===== config.mk =====
export PLATFORM = sky130hd
export DESIGN_NAME = dm
export DESIGN_NICKNAME = d
export VERILOG_FILES = /design/src/rtl/dm.sv
export SDC_FILE = /design/constraint.sdc
export NUM_CORES = 1
export LEC_CHECK = 0
export CORE_MARGIN = 5
export CORE_UTILIZATION = 27
export CTS_BUF_LIST = sky130_fd_sc_hd__clkbuf_4 sky130_fd_sc_hd__clkbuf_8
export DETAILED_ROUTE_END_ITERATION = 8
export PLACE_DENSITY_LB_ADDON = 0.3
export RECOVER_POWER = 100
export SYNTH_ARGS = -nofsm -noshare
export SYNTH_HDL_FRONTEND = slang
export SYNTH_SLANG_ARGS = --single-unit

===== constraint.sdc =====
create_clock -name clk -period 1.41 [get_ports clk]
set_input_delay 0.141 -clock clk [delete_from_list [all_inputs] [get_ports clk]]
set_output_delay 0.141 -clock clk [all_outputs]
set_load 0.05 [all_outputs]

===== src/rtl/dm.sv =====
// -----------------------------------------------------------------------------
// dm -- minimal RISC-V style debug module behind a 4-phase DMI handshake.
//
// Purpose:
//   Accepts one DMI access per dmi_start high phase (IDLE -> ACK -> IDLE),
//   executes it exactly once, and returns dmi_finish plus read data. It
//   implements dmcontrol (0x10), dmstatus (0x11) and hartinfo (0x12), and
//   drives the hart control levels.
//
// Ports:
//   clk          in   1  system clock, rising edge
//   rst_n        in   1  asynchronous active-low reset
//   dmi_start    in   1  request level (already synchronized to clk)
//   dmi_op       in   2  0 nop, 1 read, 2 write, 3 reserved (nop)
//   dmi_address  in   7  register address
//   dmi_data_o   in  32  write data from the DTM
//   dmi_finish   out  1  completion level to the DTM
//   dmi_data_i   out 32  response data to the DTM
//   halted       in   1  hart is halted
//   running      in   1  hart is running
//   haltreq      out  1  halt request level
//   resumereq    out  1  resume request level
//   resethaltreq out  1  halt-on-reset request level
//   ndmreset     out  1  non-debug-module reset request (active-high)
// -----------------------------------------------------------------------------
module dm (
  input  logic        clk,
  input  logic        rst_n,
  input  logic        dmi_start,
  input  logic [1:0]  dmi_op,
  input  logic [6:0]  dmi_address,
  input  logic [31:0] dmi_data_o,
  output logic        dmi_finish,
  output logic [31:0] dmi_data_i,
  input  logic        halted,
  input  logic        running,
  output logic        haltreq,
  output logic        resumereq,
  output logic        resethaltreq,
  output logic        ndmreset
);

  typedef enum logic [0:0] {
    ST_IDLE = 1'b0,
    ST_ACK  = 1'b1
  } state_t;

  localparam logic [6:0] ADDR_DMCONTROL = 7'h10;
  localparam logic [6:0] ADDR_DMSTATUS  = 7'h11;
  localparam logic [6:0] ADDR_HARTINFO  = 7'h12;

  state_t      r_state;
  state_t      w_state_nxt;
  logic        w_exec;
  logic        w_finish_nxt;
  logic        w_is_read;
  logic        w_wr_dmc;
  logic        w_resume_go;
  logic [31:0] w_dmcontrol;
  logic [31:0] w_dmstatus;
  logic [31:0] w_rd_data;
  logic [31:0] w_resp_data;

  logic        r_finish;
  logic [31:0] r_data_i;
  logic        r_haltreq;
  logic        r_resumereq;
  logic        r_resethaltreq;
  logic        r_ndmreset;
  logic        r_dmactive;
  logic        r_resumeack;

  // FSM state register
  always_ff @(posedge clk or negedge rst_n) begin
    if (!rst_n) begin
      r_state <= ST_IDLE;
    end else begin
      r_state <= w_state_nxt;
    end
  end

  // Next state; the access executes only on the IDLE->ACK transition so a
  // start level held high through ACK never repeats it.
  always_comb begin
    w_state_nxt  = r_state;
    w_exec       = 1'b0;
    w_finish_nxt = r_finish;
    case (r_state)
      ST_IDLE: begin
        if (dmi_start) begin
          w_exec       = 1'b1;
          w_finish_nxt = 1'b1;
          w_state_nxt  = ST_ACK;
        end else begin
          w_finish_nxt = 1'b0;
        end
      end
      ST_ACK: begin
        if (!dmi_start) begin
          w_finish_nxt = 1'b0;
          w_state_nxt  = ST_IDLE;
        end else begin
          w_finish_nxt = 1'b1;
        end
      end
      default: begin
        w_finish_nxt = 1'b0;
        w_state_nxt  = ST_IDLE;
      end
    endcase
  end

  // Register images and access decode
  always_comb begin
    w_dmcontrol = {r_haltreq, 1'b0, 28'h0000000, r_ndmreset, r_dmactive};
    w_dmstatus  = {14'h0000, r_resumeack, r_resumeack, 4'h0, running, running,
                   halted, halted, 1'b1, 3'b000, 4'd2};
    w_is_read   = w_exec && (dmi_op == 2'd1);
    w_wr_dmc    = w_exec && (dmi_op == 2'd2) && (dmi_address == ADDR_DMCONTROL);
    // A resume together with a halt request in one write is ignored.
    w_resume_go = w_wr_dmc && dmi_data_o[30] && !dmi_data_o[31];
    case (dmi_address)
      ADDR_DMCONTROL: w_rd_data = w_dmcontrol;
      ADDR_DMSTATUS:  w_rd_data = w_dmstatus;
      ADDR_HARTINFO:  w_rd_data = 32'h00000000;
      default:        w_rd_data = 32'h00000000;
    endcase
    if (w_is_read) begin
      w_resp_data = w_rd_data;
    end else begin
      w_resp_data = 32'h00000000;
    end
  end

  // Handshake outputs; response data is captured once and held through ACK
  always_ff @(posedge clk or negedge rst_n) begin
    if (!rst_n) begin
      r_finish <= 1'b0;
      r_data_i <= 32'h00000000;
    end else begin
      r_finish <= w_finish_nxt;
      if (w_exec) begin
        r_data_i <= w_resp_data;
      end
    end
  end

  // dmcontrol state and the resume handshake
  always_ff @(posedge clk or negedge rst_n) begin
    if (!rst_n) begin
      r_haltreq      <= 1'b0;
      r_resumereq    <= 1'b0;
      r_resethaltreq <= 1'b0;
      r_ndmreset     <= 1'b0;
      r_dmactive     <= 1'b0;
      r_resumeack    <= 1'b0;
    end else begin
      if (w_wr_dmc) begin
        r_haltreq  <= dmi_data_o[31];
        r_ndmreset <= dmi_data_o[1];
        r_dmactive <= dmi_data_o[0];
        // Clear strobe wins over set strobe.
        if (dmi_data_o[2]) begin
          r_resethaltreq <= 1'b0;
        end else if (dmi_data_o[3]) begin
          r_resethaltreq <= 1'b1;
        end
      end
      if (w_resume_go) begin
        r_resumereq <= 1'b1;
        r_resumeack <= 1'b0;
      end else if (r_resumereq && running) begin
        r_resumereq <= 1'b0;
        r_resumeack <= 1'b1;
      end
    end
  end

  assign dmi_finish   = r_finish;
  assign dmi_data_i   = r_data_i;
  assign haltreq      = r_haltreq;
  assign resumereq    = r_resumereq;
  assign resethaltreq = r_resethaltreq;
  assign ndmreset     = r_ndmreset;

endmodule


==> Yosys cells after proc, flatten, opt, wreduce, memory -nomap -nowiden <==
Cells that the tools add are included.
{ "word_totals": {"ff_bits": 39, "latch_bits": 0, "mem_bits_rw": 0, "rom_bits": 0, "inputBits": 46, "wordCells": 32, "memories": 0} }
{ "op_classes": {"n_addsub": 0, "n_mul": 0, "div_mod_pow": 0, "n_lt_le_gt_ge": 0, "eq_ne": 4, "shift": 0, "muxes": 10, "n_bitwise": 0, "reduce_logical": 10} }
{ "op_table": {"columns": ["cell", "n"], "rows": [
  ["$pmux W32 S2", 1],
  ["$mux W32", 1],
  ["$eq A7 B5 Y1 const B", 2],
  ["$mux W1", 8],
  ["$logic_and A1 B1 Y1", 6],
  ["$reduce_bool A2 Y1", 2],
  ["$eq A2 B1 Y1 const B", 1],
  ["$eq A2 B2 Y1 const B", 1],
  ["$reduce_and A2 Y1", 1],
  ["$logic_not A1 Y1", 1]
]} }

==> Longest topological paths before layout <==
{ "logic_depth": {"depth_word": 7, "mapped_depth": 5, "depth_no_buf": 3} }

==> Worst setup path before layout <==
OpenSTA, ideal clock, no wires.
{ "synth_path": {"path_type": "register to register", "startpoint": "register, netlist name dmi_finish", "endpoint": "register r_ndmreset, in the netlist ndmreset", "arrival_ns": 1.475, "t_required_ns": 1.285, "slack_ns": -0.190, "stages_incl_launch_ff": 5, "synth_period_minus_slack_ns": 1.600, "cell_sequence": "dfrtp_1 -> nor4bb_1 -> and4b_1 -> buf_6 -> mux2_4"} }
{ "synth_rtl": {"columns": ["item", "line", "rtl"], "rows": [
  ["end signal, assigned", "160", "r_ndmreset <= dmi_data_o[1];"],
  ["end, declared", "69", "logic r_ndmreset;"]
]} }

==> flow_summary.ini <==
[power]
p_per_area_mw_per_mm2 = 788
cellLeakagePower_nw = 0.671
power.total_uw = 951
irDropWorstVdd_mv = 0.214

[global_route]
grt_pass1_vias = 712
antenna_found_initial = 0
grt_pass1_wl_um = 3100
grt.overflow.total = 0
grt_start_max_net_pins = 15
grt_usage = 0.0933

[run_status]
outcome = complete, no violations

[critical_path]
r2r_slack_ns = 0.02
crit_arrival_ns = 1.55
ff2ff_path_depth = 3
startpoint_type = flip-flop
critPathRequiredTime_ns = 1.57
critPathKind = flip-flop to flip-flop
r2r-end = r_dmactive$_DFFE_PN0P_
cp-end-kind = flip-flop
timing.rr.start = dmi_finish$_DFF_PN0_
path_max_fanout = 3

[logic_synthesis]
ys_ff_latch = 14
syn_avg_cell_area_sq_um = 10.1
ys_seq_area_frac = 0.419
synth_cells = 83
yosysWarnings = 0
yosysUniqueCellTypes = 26
synthesis.area_sq_um = 836

[hold_path]
hold_end = resethaltreq$_DFFE_PN0P_
hold_path.class = primary input to flip-flop
hold_path.startpoint = dmi_address[5]
whs_path_depth = 5

[final_layout]
area_growth_pct = 44.3
postLayoutCoreUtil = 0.402
final_nets = 174
antenna_cells = 0
fillers = 317
drive_above_1_share = 0.252

[clock_network]
clockBufferDepth = 2
clk_latency_ns = 0.27
cts.clk_slew.worst_paths_ns = 0.09
cts_tree = yes
post_cts_buffers = 0
cts_made_buffers = 3
cts_root_buf = clkbuf_4
cts.sinks = 14
cts_hold_buffers = 0
h-tree-depth = 1

[floorplanning]
boundaryPins = 83
die-area_sq_mm = 0.00431
fp-row-count = 20
die_w_um = 65.6
core_area_sq_mm = 0.00300
start_util = 0.278
die_height_um = 65.6

[placed_design]
gp_congestion = 0.722
dp_hpwl_um = 1680
io_buffer_count = 34

[detailed_routing]
routed_wl_um = 1980
num_vias = 683
ant_nets = 0
drt_iter0_drc = 10
drc = 0
post_drt_wl_per_cell_um = 12.4
firstDrtPassIters = 4
viasPerCell = 4.27

[sta]
rsz0062_at_grt = true
fmax_mhz = 721
slew_headroom = 0.480
setup_violations = 0
slew_viol_final = 0
finalHoldViolCount = 0
hold_slack_ns = 0.381
finalSetupTns_ns = 0
worst_slew_pin_slew_ns = 0.780
clock_skew_ns = 0.00307
timing.final.crit_share = 0.984
period_needed_ns = 1.39

[job]
cap_violations = 0
cell usage in the layout, fill, tap and decap left out, drive strengths merged, types with 2 or more instances in the layout:
| cell | netlist | layout |
|---|---|---|
| buf | 27 | 12 |
| clkbuf | 1 | 14 |
| clkdlybuf4s50 | 0 | 16 |
| conb | 1 | 22 |
| dfrtp | 14 | 14 |
| dlygate4sd3 | 0 | 2 |
| dlymetal6s2s | 0 | 7 |
| inv | 4 | 4 |
| mux2 | 2 | 2 |
| nand2 | 8 | 8 |
| nand3 | 3 | 3 |
| o21ai | 7 | 7 |
worst max-delay path, cell delays in order, from the launching register on:
cell and delay [ns]:
dfrtp_2 0.41, nor4bb_1 0.25, and4b_2 0.32, mux2_4 0.31
power by group:
group	leakage (nW)	internal, mW	switching (mW)
registers	0.182	0.405	0.00226
clock network	0.0210	0.157	0.127
logic	0.469	0.0783	0.182
total	0.671	0.640	0.311
synthesized netlist by cell type:
cell      instances  area (sq um)
buf_4            25           188
dfrtp_1          14           350
nand2_1           8          30.0
o21ai_0           7          35.0
inv_1             4          15.0
nand3_1           3          15.0
buf_6             2          22.5
mux2_4            2          30.0
a21oi_1           1          5.00
a22oi_1           1          7.51
a31oi_1           1          6.26
a32o_1            1          10.0
and4b_1           1          10.0
and4bb_2          1          12.5
clkbuf_1          1          3.75
conb_1            1          3.75
mux2i_1           1          10.0
nand2b_1          1          6.26
nand3b_1          1          7.51
nand4_1           1          6.26
nand4b_1          1          8.76
nor2_1            1          3.75
nor2b_1           1          6.26
nor4b_4           1          23.8
nor4bb_1          1          10.0
o41ai_1           1          8.76
cell families after synthesis:
group	count (synthesis)	share of synthesized area
buffers and inverters	32	0.274
muxes	3	0.0479
and+or+nand+nor	21	0.168
other	1	0.00449
AOI/OAI and AO/OA	12	0.0868
DFF	14	0.419
cell type report:
class,count,area [sq um],share of cell area
Clock buffer,4,36.3,0.0301
Inverter,4,15.0,0.0124
Multi-Input combinational cell,58,340,0.282
Sequential cell,14,352,0.291
Tap cell,33,41.3,0.0342
Timing Repair Buffer,47,422,0.350
repair_timing:
action	in CTS	in global routing
setup endpoints to repair	1	9
pin swaps	0	2
resized for setup	1	7
routing by layer:
metal | vias up | global-route usage | wire, um
li1 | 325 | - | -
met1 | 327 | 0.0974 | 780
met2 | 29 | 0.170 | 1050
met3 | 2 | 0.0239 | 123
met4 | 0 | 0.0466 | 27
met5 | - | 0 | 0
per-stage QoR:
stage	area [sq um]	instances	setup slack, ns
after floorplan	916	104	-0.100
after global placement	1280	156	-0.251
after detailed placement	1280	156	-0.282
after CTS	1320	160	0.00994
after global routing	1210	160	-0.0339
final	1210	160	0.0226
worst max-delay path by stage:
stage                               startpoint                          to  slack, ns  cells after the start
after global placement          dmi_address[3]   dmi_data_i[1]$_DFFE_PN0P_      -0.25                      6
final                     dmi_finish$_DFF_PN0_      r_dmactive$_DFFE_PN0P_       0.02                      3
after CTS                       dmi_address[3]  dmi_data_i[17]$_DFFE_PN0P_       0.01                      6
after floorplan           dmi_finish$_DFF_PN0_        ndmreset$_DFFE_PN0P_      -0.10                      4
after global routing      dmi_finish$_DFF_PN0_        ndmreset$_DFFE_PN0P_      -0.03                      3
after detailed placement        dmi_address[3]  dmi_data_i[17]$_DFFE_PN0P_      -0.28                      6
registers in the layout (all words and copies together) (netlist names):
signal	cells
resethaltreq	1
dmi_finish	1
r_resumeack	1
dmi_data_i	7
haltreq	1
ndmreset	1
resumereq	1
r_dmactive	1
No activity file was read; power rests on OpenSTA's default activity.
